<file path="src/rtl/pwr_ctrl_pkg.sv">
// Shared types for the power/gesture controller: gesture FSM states,
// off_cause encodings and button channel indices.
package pwr_ctrl_pkg;

    typedef enum logic [1:0] {
        G_IDLE     = 2'd0,
        G_LEFT     = 2'd1,
        G_RIGHT    = 2'd2,
        G_WAIT_REL = 2'd3
    } gest_state_t;

    localparam logic [1:0] OFF_NONE    = 2'd0;
    localparam logic [1:0] OFF_HOLD    = 2'd1;
    localparam logic [1:0] OFF_GESTURE = 2'd2;
    localparam logic [1:0] OFF_IDLE    = 2'd3;

    localparam int BTN_PWR   = 0;
    localparam int BTN_LEFT  = 1;
    localparam int BTN_RIGHT = 2;

endpackage

</file>
<file path="src/rtl/btn_edge_det.sv">
// Rising-edge detector for N already-synchronised button levels.
// The history register keeps tracking through reset, so a button held across reset release gives no edge.
module btn_edge_det #(
    parameter int N = 3
) (
    input  logic         clk,
    input  logic [N-1:0] btn,
    output logic [N-1:0] rise
);

    logic [N-1:0] btn_q;

    always_ff @(posedge clk) begin
        btn_q <= btn;
    end

    assign rise = btn & ~btn_q;

endmodule

</file>
<file path="src/rtl/power_gesture_ctrl.sv">
// Power-state controller: power button press/hold, left/right swipe gesture
// and optional auto-standby, with one-cycle on/off event pulses.
module power_gesture_ctrl #(
    parameter int HOLD_OFF_CYC    = 300_000_000,
    parameter int GESTURE_WIN_CYC = 500_000_000,
    parameter int IDLE_OFF_CYC    = 0,
    parameter int CNT_W           = 32
) (
    input  logic       clk,
    input  logic       rst,
    input  logic       on_off_btn,
    input  logic       left_btn,
    input  logic       right_btn,
    input  logic       gesture_en,
    input  logic       activity,
    output logic       machine_state,
    output logic       gesture_busy,
    output logic       pwr_on_evt,
    output logic       pwr_off_evt,
    output logic [1:0] off_cause
);
    import pwr_ctrl_pkg::*;

    localparam logic [CNT_W-1:0] HOLD_LAST = CNT_W'(HOLD_OFF_CYC - 1);
    localparam logic [CNT_W-1:0] WIN_LIM   = CNT_W'(GESTURE_WIN_CYC);
    localparam logic [CNT_W-1:0] IDLE_LAST = CNT_W'(IDLE_OFF_CYC - 1);

    function automatic logic [CNT_W-1:0] sat_inc(input logic [CNT_W-1:0] v);
        return (&v) ? v : v + CNT_W'(1);
    endfunction

    logic [2:0]       rise;
    gest_state_t      g_state, g_next;
    logic [CNT_W-1:0] hold_cnt, win_cnt, idle_cnt;
    logic             lockout;
    logic             nxt_state;
    logic [1:0]       nxt_cause;
    logic             press_on, hold_run, hold_fire, win_open, g_on, g_off;
    logic             idle_clr, idle_fire;

    btn_edge_det #(.N(3)) u_edge (
        .clk  (clk),
        .btn  ({right_btn, left_btn, on_off_btn}),
        .rise (rise)
    );

    assign press_on     = !machine_state && rise[BTN_PWR];
    assign hold_run     = machine_state && on_off_btn && !lockout;
    assign hold_fire    = hold_run && (hold_cnt == HOLD_LAST);
    assign win_open     = gesture_en && (win_cnt < WIN_LIM);
    assign g_on         = win_open && (g_state == G_LEFT)  && rise[BTN_RIGHT];
    assign g_off        = win_open && (g_state == G_RIGHT) && rise[BTN_LEFT];
    assign idle_clr     = activity || on_off_btn || left_btn || right_btn;
    assign idle_fire    = (IDLE_OFF_CYC != 0) && machine_state && !idle_clr && (idle_cnt == IDLE_LAST);
    assign gesture_busy = (g_state == G_LEFT) || (g_state == G_RIGHT);

    // Priority: hold-off beats any gesture result, which beats idle expiry.
    always_comb begin
        nxt_state = machine_state;
        nxt_cause = off_cause;
        if (hold_fire) begin
            nxt_state = 1'b0;
            nxt_cause = OFF_HOLD;
        end else if (press_on || g_on) begin
            nxt_state = 1'b1;
        end else if (g_off) begin
            if (machine_state) begin
                nxt_state = 1'b0;
                nxt_cause = OFF_GESTURE;
            end
        end else if (idle_fire) begin
            nxt_state = 1'b0;
            nxt_cause = OFF_IDLE;
        end
    end

    always_comb begin
        g_next = g_state;
        if (!gesture_en) begin
            g_next = G_IDLE;
        end else begin
            case (g_state)
                G_IDLE: begin
                    if (rise[BTN_LEFT] && rise[BTN_RIGHT]) g_next = G_WAIT_REL;
                    else if (rise[BTN_LEFT])               g_next = G_LEFT;
                    else if (rise[BTN_RIGHT])              g_next = G_RIGHT;
                end
                G_LEFT:     if (g_on  || win_cnt == WIN_LIM) g_next = G_WAIT_REL;
                G_RIGHT:    if (g_off || win_cnt == WIN_LIM) g_next = G_WAIT_REL;
                G_WAIT_REL: if (!left_btn && !right_btn)     g_next = G_IDLE;
                default:    g_next = G_IDLE;
            endcase
        end
    end

    always_ff @(posedge clk) begin
        if (rst) begin
            machine_state <= 1'b0;
            pwr_on_evt    <= 1'b0;
            pwr_off_evt   <= 1'b0;
            off_cause     <= OFF_NONE;
            g_state       <= G_IDLE;
            hold_cnt      <= '0;
            win_cnt       <= '0;
            idle_cnt      <= '0;
            lockout       <= 1'b0;
        end else begin
            machine_state <= nxt_state;
            off_cause     <= nxt_cause;
            pwr_on_evt    <= !machine_state && nxt_state;
            pwr_off_evt   <= machine_state && !nxt_state;
            g_state       <= g_next;

            if (g_next != g_state)                 win_cnt <= '0;
            else if (gesture_busy && win_cnt < WIN_LIM) win_cnt <= win_cnt + CNT_W'(1);

            // Lockout survives until release so a single press never toggles twice.
            if (!on_off_btn)                 lockout <= 1'b0;
            else if (press_on || hold_fire)  lockout <= 1'b1;

            hold_cnt <= (hold_run && !hold_fire) ? sat_inc(hold_cnt) : '0;

            if (IDLE_OFF_CYC == 0 || !machine_state || idle_clr || nxt_state != machine_state)
                idle_cnt <= '0;
            else
                idle_cnt <= sat_inc(idle_cnt);
        end
    end

endmodule

</file>
<file path="config.mk">
export PLATFORM = sky130hd
export DESIGN_NAME = power_gesture_ctrl
export DESIGN_NICKNAME = d
export VERILOG_FILES = /design/src/rtl/pwr_ctrl_pkg.sv /design/src/rtl/btn_edge_det.sv /design/src/rtl/power_gesture_ctrl.sv
export SDC_FILE = /design/constraint.sdc
export NUM_CORES = 1
export LEC_CHECK = 0
export BUFFER_PORTS_ARGS = -buffer_cell sky130_fd_sc_hd__buf_2
export CORE_MARGIN = 3
export CORE_UTILIZATION = 54
export CTS_CLUSTER_SIZE = 12
export DETAILED_ROUTE_END_ITERATION = 10
export PLACE_DENSITY_LB_ADDON = 0.15
export SLEW_MARGIN = 20
export SYNTH_ARGS = -nofsm -noshare
export SYNTH_HDL_FRONTEND = slang
export SYNTH_SLANG_ARGS = --single-unit
</file>
<file path="constraint.sdc">
create_clock -name clk -period 3 [get_ports clk]
set_input_delay 0.45 -clock clk [delete_from_list [all_inputs] [get_ports clk]]
set_output_delay 0.45 -clock clk [all_outputs]
set_load 0.01 [all_outputs]
</file>
==> results of run 1 <==
==> worst paths after layout <==
kind	endpoint	slack, ps	cells past startpoint
max reg2reg	hold_cnt[4]$_SDFFE_PP0N_	500	7
max	hold_cnt[4]$_SDFFE_PP0N_	500	7
min	u_edge.btn_q[1]$_DFF_P_	230	1
min reg2reg	win_cnt[30]$_SDFFE_PP0P_	430	2
==> synthesized netlist by cell type, drive strengths merged <==
cell type / count
a211o: 1
a211oi: 1
a21boi: 1
a21oi: 9
a221oi: 1
a22oi: 1
a2bb2oi: 1
a31oi: 3
and2: 5
and2b: 1
and3: 10
and4: 3
and4b: 2
buf: 9
dfxtp: 75
ha: 7
inv: 17
mux2i: 1
nand2: 29
nand2b: 1
nand3: 23
nand4: 18
nand4bb: 1
nor2: 80
nor2b: 4
nor3: 16
nor3b: 3
nor4: 9
nor4b: 2
o2111ai: 1
o211a: 3
o211ai: 2
o21a: 2
o21ai: 6
o21bai: 2
o31ai: 1
or3: 7
or4: 3
or4b: 2
or4bb: 1
xnor2: 24
xor2: 31
==> layer usage <==
metal	vias up	global-route usage [%]	wire length, um	share of wire [%]
met5	-	0	0	0
met4	0	4.95	47	0.71
met3	4	6.21	217	3.3
met1	1304	23.5	3240	49
li1	1473	-	-	-
met2	34	30.5	3080	47
==> sequential cells by signal (all words and copies together) (netlist names), 2 cells and up <==
name          count
win_cnt          32
hold_cnt         32
u_edge.btn_q      3
g_state           2
off_cause         2
==> critical path, delay by kind of cell (launching register included) <==
family | cells | cell delay, ps
DFF | 1 | 350
buffers and inverters | 1 | 200
and+or+nand+nor | 4 | 1650
AOI/OAI and AO/OA | 2 | 180
==> cells in the final DEF (no fill, tap or decap), types with 10 or more instances in the layout <==
| cell type | netlist | routed |
|---|---|---|
| nand2_1 | 29 | 29 |
| inv_1 | 17 | 17 |
| nor3_1 | 12 | 12 |
| xnor2_1 | 24 | 24 |
| clkbuf_8 | 0 | 10 |
| buf_2 | 6 | 11 |
| and3_1 | 10 | 10 |
| nand4_1 | 15 | 15 |
| dfxtp_1 | 75 | 75 |
| nand3_1 | 23 | 23 |
| xor2_1 | 31 | 31 |
| nor2_1 | 76 | 76 |
==> report_power, final <==
group          internal (mW)  switching, mW
clock                  0.488          0.341
sequential              1.00        0.00671
combinational         0.0240         0.0437
==> layout make-up <==
type                    instances  area, um^2
clock buffers                  13         149
inverters                      17        63.8
flip-flops and latches         75        1500
repair buffers                 14        90.1
fillers                       563        2450
well taps                      77        96.3
clock inverters                 2        60.1
multi-input cells             318        2010
==> kinds of logic (layout without fill, tap and decap cells) <==
family	after synthesis	in the layout	synth area share [%]
mux	1	1	0.275
simple gates	220	220	32.7
fa+ha+maj	7	7	2.41
xor+xnor	55	55	13.2
flops	75	75	41.3
compound gates	35	35	6.57
buf+inv	26	46	3.51
==> through the flow <==
step / power [mW] / instances / area, um^2 / worst slack (ps)
6_report: 1.91 / 516 / 3970 / 503
5_1_grt: 1.98 / 516 / 3970 / 304
4_1_cts: 1.93 / 516 / 3970 / 486
3_5_place_dp: 1.10 / 501 / 3760 / 523
3_3_place_gp: 1.10 / 501 / 3760 / 564
2_1_floorplan: 1.08 / 419 / 3640 / 831
==> summary.txt, run 1 <==
Hold path
  – Worst Hold Class: input pin to register
  – Hold Crit Start: left_btn

Floorplanning
  – Starting density of the core: 56.6%
  – I/O Pins: 13
  – Die height: 88.1 um
  – FP Rows: 29
  – Die width: 88.1 um
  – Core ar.: 6420 um^2
  – Die ar.: 7760 um^2

Clock network
  – CTS tree: yes
  – Worst-Skew Late Latency: 340 ps
  – Post-CTS Setup Inserts: 0
  – Clk pin slew, worst setup/hold paths: 70 ps
  – H-tree depth: 3
  – Post-cts repair resize count: 0
  – CTS Buf Count: 9
  – Maximum clock insertion buffer count: 2
  – CTS Hold Buffers Added: 0
  – Clock Sinks: 75
  – Clk root buf: clkbuf_8

Logic synthesis
  – Syn nets: 433
  – Syn avg cell area: 8.68 um^2
  – Count of unique library cells instantiated by Yosys: 52
  – Largest cells by area after synthesis: dfxtp_1, nor2_1, xor2_1, xnor2_1, nand3_1
  – Post-Syn Area: 3640 um^2
  – Area fraction of the dominant cell type after synthesis: 41.3%
  – YS warnings: 0
  – Area leader, netlist: dfxtp_1
  – Seq/Total Area, Yosys: 41.3%
  – Yosys reg bits: 75
  – Synth Instances: 419

Worst setup path
  – CP max-delay cell: or4b_1
  – Critical Path AT: 2720 ps
  – Max incr delay on CP: 520 ps
  – CP Cell Sequence: or4b_1, or4_1, nor3_1, nand4bb_1, buf_12, o21bai_1, a31oi_1
  – Worst Path Required: 3220 ps
  – FF-to-FF Start: hold_cnt[12]$_SDFFE_PP0N_
  – Critical path startpoint category: register
  – CP Launch Point: hold_cnt[12]$_SDFFE_PP0N_
  – Crit Path Class: register to register
  – Crit end category: register
  – Worst-path fanout max: 32

Global routing
  – Largest net degree at the start of global routing: 33
  – Vias in the first global route: 2610
  – Total GRT Usage: 18.6%
  – Initial antenna violation count: 0
  – GRT overflow: 0
  – First-pass GRT wire length: 11400 um

Timing
  – Setup TNS: 0 ps
  – Worst-margin pin slew: 615 ps
  – Slew margin rel.: 58.7%
  – Tcrit/Tclk final: 83.2%
  – Layout Skew: 8.70 ps
  – WHS: 225 ps
  – Tmin final: 2500 ps
  – Final slew viol count: 0
  – Fmax: 401 MHz
  – Final setup viols: 0
  – RSZ-0062 raised after global routing: false
  – Fin. Hold Viols: 0

Flow run
  – # Max-Cap Violations: 0

Route
  – Drt via density: 5.46
  – DRC errors left: 0
  – Remaining antenna violation count: 0
  – Wirelength per Cell: 12.8 um
  – DRT iter0 DRCs: 100
  – Vias: 2815
  – Final wirelength: 6590 um
  – Drt pass-1 iters: 4

Power and ir drop
  – PD cells: 480 nW/um^2
  – Leakage power: 1.42 nW
  – Worst ir drop on vdd: 0.256 mV

Finish
  – Final net count: 449
  – Area Overhead vs Synth: 9.12%
  – Layout cells sized above 1: 9.79%
  – Fin util: 61.8%
  – # diodes: 0

Placed design
  – Final GP Congestion: 0.828
  – I/O Buffers: 11
  – Final HPWL DP: 4580 um

Status
  – Status: finished, final reports clean
(Power assumes the default switching activity.)
==> run 2: changes to the inputs <==
==> constraint.sdc (replaced) <==
create_clock -name clk -period 2.3 [get_ports clk]
set_input_delay 0.345 -clock clk [delete_from_list [all_inputs] [get_ports clk]]
set_output_delay 0.345 -clock clk [all_outputs]
set_load 0.01 [all_outputs]
==> summary.txt, run 2 (same netlist as run 1, synthesis figures left out) <==
Status
  – Status: finished, final reports clean

Power and ir drop
  – Worst ir drop on vdd: 0.413 mV (+61%)
  – PD cells: 546 nW/um^2 (+14%)
  – Leakage power: 1.70 nW (+20%)
  – Total power: 2.43 mW (+28%)

Global routing
  – First-pass GRT wire length: 12800 um (+12%)
  – Initial antenna violation count: 0 (unchanged)
  – Total GRT Usage: 20.8% (+2.2 points)
  – GRT overflow: 0 (unchanged)
  – Vias in the first global route: 2883 (+10%)
  – Largest net degree at the start of global routing: 33 (unchanged)

Floorplanning
  – Die width: 88.1 um (unchanged)
  – Die ar.: 7760 um^2 (unchanged)
  – Die height: 88.1 um (unchanged)
  – Core ar.: 6420 um^2 (unchanged)
  – FP Rows: 29 (unchanged)
  – I/O Pins: 13 (unchanged)
  – Starting density of the core: 56.6% (unchanged)

Route
  – Drt via density: 5.53 (+1.3%)
  – Wirelength per Cell: 13.9 um (+8.7%)
  – Remaining antenna violation count: 0 (unchanged)
  – Vias: 3090 (+9.8%)
  – DRT iter0 DRCs: 123 (+23%)
  – Final wirelength: 7760 um (+18%)
  – Drt pass-1 iters: 5 (+1)
  – DRC errors left: 0 (unchanged)

Finish
  – Layout cells sized above 1: 24.1% (+14 points)
  – Area Overhead vs Synth: 22.5%
  – Commonest non-fill, non-tap cells in the layout: nor2_1, dfxtp_1, buf_4, xor2_1, nand2_1
  – Largest registers: hold_cnt (32), win_cnt (32), u_edge.btn_q (3)
  – Fin util: 69.4% (+7.6 points)
  – Final net count: 491 (+9.4%)
  – # diodes: 0 (unchanged)
  – Final std cells w/o fill: 559 (+8.3%)
  – Commonest non-fill, non-tap cell in the layout: nor2_1

Worst setup path
  – CP Launch Point: win_cnt[5]$_SDFFE_PP0P_
  – FF-to-FF path depth: 9 (+2)
  – Crit path to: win_cnt[17]$_SDFFE_PP0P_
  – Crit end category: register
  – Worst-path fanout max: 16 (-50%)
  – Crit Path Class: register to register
  – Worst Path Required: 2550 ps (-670 ps)
  – Critical path startpoint category: register
  – FF-to-FF setup slack: 40 ps (-460 ps)
  – FF-to-FF Start: win_cnt[5]$_SDFFE_PP0P_
  – RR Endpoint: win_cnt[17]$_SDFFE_PP0P_
  – Critical Path AT: 2510 ps (-210 ps)

Timing
  – RSZ-0062 raised after global routing: true
  – Fmax: 443 MHz (+10%)
  – Fin. Hold Viols: 0 (unchanged)
  – Final setup viols: 0 (unchanged)
  – Setup ws final: 40.3 ps (-463 ps)
  – Worst-margin pin slew: 469 ps (-146 ps)
  – Final slew viol count: 0 (unchanged)
  – Setup TNS: 0 ps (unchanged)
  – Layout Skew: 11.9 ps (+3.24 ps)
  – Tcrit/Tclk final: 98.2% (+15 points)
  – Tmin final: 2260 ps (-237 ps)
  – Slew margin rel.: 68.4% (+9.8 points)

Clock network
  – Clk root buf: clkbuf_8
  – CTS tree: yes
  – Clock Sinks: 75 (unchanged)
  – Worst-Skew Late Latency: 350 ps (about the same)
  – H-tree depth: 3 (unchanged)
  – CTS Buf Count: 9 (unchanged)
  – CTS Hold Buffers Added: 0 (unchanged)
  – Clk pin slew, worst setup/hold paths: 80 ps (about the same)
  – Maximum clock insertion buffer count: 2 (unchanged)

Placed design
  – Final GP Congestion: 0.877 (+6.0%)
  – Post-Place Worst Slack: -59.6 ps (-583 ps)
  – Dpl cells: 541 (+8.0%)
  – Final HPWL DP: 5220 um (+14%)
  – I/O Buffers: 11 (unchanged)

Hold path
  – Worst Hold Class: input pin to register

Flow run
  – # Max-Cap Violations: 0 (unchanged)
[run 2: timing repair]
item,in CTS,in global routing
resized for setup,4,28
setup buffers,0,1
cloned,0,1
pin swaps,0,3
setup endpoints to repair,39,53
[run 2: worst max-delay path, cell delays in order, from the launching register on]
cell and delay, ps:
dfxtp_2 330, or4b_4 530, nor4_4 170, buf_4 150, nand4_1 110, a21oi_2 230
nor3_2 70, o211ai_4 260, clkbuf_16 240, nor2_1 50
[run 2: through the flow]
step / area [um^2] / hold WS (ps)
4_1_cts: 4300 / 96.5
5_1_grt: 4460 / 91.8
2_1_floorplan: 3640 / 373
3_3_place_gp: 4090 / 411
6_report: 4460 / 109
3_5_place_dp: 4090 / 415
[run 2: area by class of cell]
class | instances | area [um^2]
clock buffers | 9 | 124
clock inverters | 7 | 68.8
fillers | 507 | 1970
inverters | 17 | 63.8
multi-input cells | 318 | 2150
flip-flops and latches | 75 | 1510
well taps | 77 | 96.3
repair buffers | 56 | 448
[run 2: worst min-delay path by stage]
stage                             start                        to  cells after the start
6_report                       left_btn   u_edge.btn_q[1]$_DFF_P_                      1
5_1_grt                        left_btn   u_edge.btn_q[1]$_DFF_P_                      1
4_1_cts                        left_btn   u_edge.btn_q[1]$_DFF_P_                      1
3_5_place_dp   win_cnt[30]$_SDFFE_PP0P_  win_cnt[30]$_SDFFE_PP0P_                      2
3_3_place_gp   win_cnt[29]$_SDFFE_PP0P_  win_cnt[29]$_SDFFE_PP0P_                      2
2_1_floorplan                on_off_btn   u_edge.btn_q[0]$_DFF_P_                      0
[run 2: per-layer routing]
| layer | GRT usage, % | part of all wire [%] | vias to the layer above |
|---|---|---|---|
| met5 | 0 | 0 | - |
| met4 | 10.0 | 2.7 | 0 |
| met3 | 5.27 | 3.5 | 22 |
| met2 | 33.8 | 48 | 53 |
| met1 | 25.8 | 46 | 1451 |
| li1 | - | - | 1564 |
[run 2: where the power goes]
group	switching (mW)	leakage, nW	internal, mW
Clock	0.490	0.0950	0.496
Combinational	0.0748	0.995	0.0565
Sequential	0.00756	0.609	1.31
Total	0.573	1.70	1.86
==> run 3: changes to the inputs <==
--- a/config.mk
+++ b/config.mk
@@ -7,7 +7,7 @@
 export LEC_CHECK = 0
 export BUFFER_PORTS_ARGS = -buffer_cell sky130_fd_sc_hd__buf_2
 export CORE_MARGIN = 3
-export CORE_UTILIZATION = 54
+export CORE_UTILIZATION = 40
 export CTS_CLUSTER_SIZE = 12
 export DETAILED_ROUTE_END_ITERATION = 10
 export PLACE_DENSITY_LB_ADDON = 0.15
==> summary.txt, run 3 (same netlist as run 1, synthesis figures left out) <==
Global routing
  – Initial antenna violation count: 0 (unchanged)
  – GRT overflow: 0 (unchanged)
  – Largest net degree at the start of global routing: 33 (unchanged)
  – Total GRT Usage: 15.3% (-5.5 points)
  – First-pass GRT wire length: 12700 um (-0.76%)
  – Vias in the first global route: 2850 (-1.1%)

Route
  – Drt pass-1 iters: 4 (-1)
  – Remaining antenna violation count: 0 (unchanged)
  – Wirelength per Cell: 12.6 um (-8.9%)
  – Drt via density: 4.99 (-9.6%)
  – DRC errors left: 0 (unchanged)
  – DRT iter0 DRCs: 57 (-54%)
  – Vias: 2967 (-4.0%)
  – Final wirelength: 7510 um (-3.2%)

Power and ir drop
  – Worst ir drop on vdd: 0.236 mV (-43%)
  – Leakage power: 1.73 nW (+1.7%)
  – PD cells: 603 nW/um^2 (+11%)

Timing
  – Fin. Hold Viols: 0 (unchanged)
  – Final slew viol count: 0 (unchanged)
  – Slew margin rel.: 71.6% (+3.1 points)
  – Final setup viols: 0 (unchanged)
  – Layout Skew: 8.97 ps (-2.98 ps)
  – Worst-margin pin slew: 422 ps (-46.7 ps)
  – Tcrit/Tclk final: 97.7% (-0.60 points)
  – WHS: 116 ps (+6.79 ps)
  – Tmin final: 2250 ps (-13.7 ps)
  – Fmax: 445 MHz (+0.61%)
  – Setup TNS: 0 ps (unchanged)

Floorplanning
  – Die ar.: 10300 um^2 (+32%)
  – FP Rows: 34 (+17%)
  – Starting density of the core: 41.5% (-15 points)
  – I/O Pins: 13 (unchanged)
  – Die width: 101 um (+15%)
  – Die height: 101 um (+15%)
  – Core ar.: 8760 um^2 (+36%)

Finish
  – # diodes: 0 (unchanged)
  – Area Overhead vs Synth: 24.1%
  – Commonest non-fill, non-tap cells in the layout: nor2_1, dfxtp_1, buf_4, xor2_1, nand2_1
  – Area of the multi-input gates: 2070 um^2 (-3.4%)
  – Commonest non-fill, non-tap cell in the layout: nor2_1
  – Layout filler cell count: 820 (+62%)
  – Largest registers: hold_cnt (32), win_cnt (32), u_edge.btn_q (3)
  – Layout cells sized above 1: 21.8% (-2.3 points)
  – Seq. cell area: 1500 um^2 (-0.33%)
  – Final net count: 495 (+0.81%)

Clock network
  – H-tree depth: 3 (unchanged)
  – Clock Sinks: 75 (unchanged)
  – Clk root buf: clkbuf_8
  – Worst-Skew Late Latency: 350 ps (about the same)
  – Clk pin slew, worst setup/hold paths: 80 ps (about the same)
  – CTS Hold Buffers Added: 0 (unchanged)
  – Maximum clock insertion buffer count: 2 (unchanged)
  – CTS Buf Count: 9 (unchanged)
  – CTS tree: yes

Worst setup path
  – CP Cell Sequence: or4b_1, or4_4, nor3_4, nand4bb_4, buf_12, o21bai_1, a31oi_1
  – Max incr delay on CP: 550 ps (+20 ps)
  – Crit Path Class: register to register
  – CP max-delay cell: or4b_1
  – Worst Path Required: 2530 ps (-20 ps)
  – Critical path startpoint category: register
  – Worst-path fanout max: 8 (-8)
  – Critical Path AT: 2480 ps (-30 ps)
  – Cell family with most CP delay: simple AND/OR/NAND/NOR gates
  – Critical path buffers and inverters: 1 (-1)
  – Crit end category: register

Flow run
  – # Max-Cap Violations: 0 (unchanged)

Placed design
  – Final HPWL DP: 5340 um (+2.2%)
  – Final GP Congestion: 0.865 (-1.4%)
  – I/O Buffers: 11 (unchanged)

Status
  – Status: finished, final reports clean

Hold path
  – Worst Hold Class: input pin to register
run 3: changes by cell type in the layout (fill, tap and decap cells not counted), sizes merged:
cell	before	now
buf	55	59
clkbuf	10	13
clkinv	4	1
clkinvlp	2	0
bufinv	1	3
run 3: cell type report:
class                      instances  share of cell area [%]
multi-input combinational        318                    45.9
sequential                        75                    33.3
timing repair buffer              60                    10.6
clock buffer                      12                    3.66
tap                              108                    2.99
clock inverter                     4                    2.11
inverter                          17                    1.41
run 3: path summary, 6_finish.rpt:
kind	from	to	slack, ps	cells past startpoint
max	hold_cnt[12]$_SDFFE_PP0N_	hold_cnt[4]$_SDFFE_PP0N_	50	7
min	left_btn	u_edge.btn_q[1]$_DFF_P_	120	1
min reg2reg	win_cnt[31]$_SDFFE_PP0P_	win_cnt[31]$_SDFFE_PP0P_	430	2
max reg2reg	hold_cnt[12]$_SDFFE_PP0N_	hold_cnt[4]$_SDFFE_PP0N_	50	7
run 3: metrics by stage:
| stage | area, um^2 | power (mW) | worst slack (ps) | utilization (%) | cells |
|---|---|---|---|---|---|
| after floorplan | 3640 | 1.41 | 131 | - | 419 |
| after global placement | 4150 | 1.45 | 9.83 | 47.3 | 575 |
| after detailed placement | 4150 | 1.45 | -65.7 | 47.3 | 575 |
| after CTS | 4420 | 2.75 | 14.5 | 50.4 | 591 |
| after global routing | 4520 | 2.83 | -15.7 | 51.5 | 594 |
| final | 4520 | 2.72 | 54.0 | 51.5 | 594 |
run 3: repair_timing:
item,4_1_cts,5_1_grt
gates resized for setup,2,13
cloned,0,1
setup buffers,0,2
endpoints found under the setup margin,27,54
pin swaps,1,3
run 3: power by group:
group          leakage (nW)  internal, mW  switching, mW  total [mW]
Combinational         0.989        0.0494         0.0656       0.115
Clock                 0.133         0.808          0.487        1.30
Sequential            0.607          1.31        0.00723        1.31
Total                  1.73          2.16          0.560        2.72
run 3: routing by layer:
| layer | part of all wire [%] | routed length [um] | up-vias | track usage (%) |
|---|---|---|---|---|
| met5 | 0 | 0 | - | 0 |
| met4 | 1.3 | 96 | 0 | 6.75 |
| met3 | 2.5 | 191 | 7 | 2.82 |
| met2 | 46 | 3470 | 24 | 24.5 |
| met1 | 50 | 3750 | 1367 | 20.2 |
| li1 | - | - | 1569 | - |
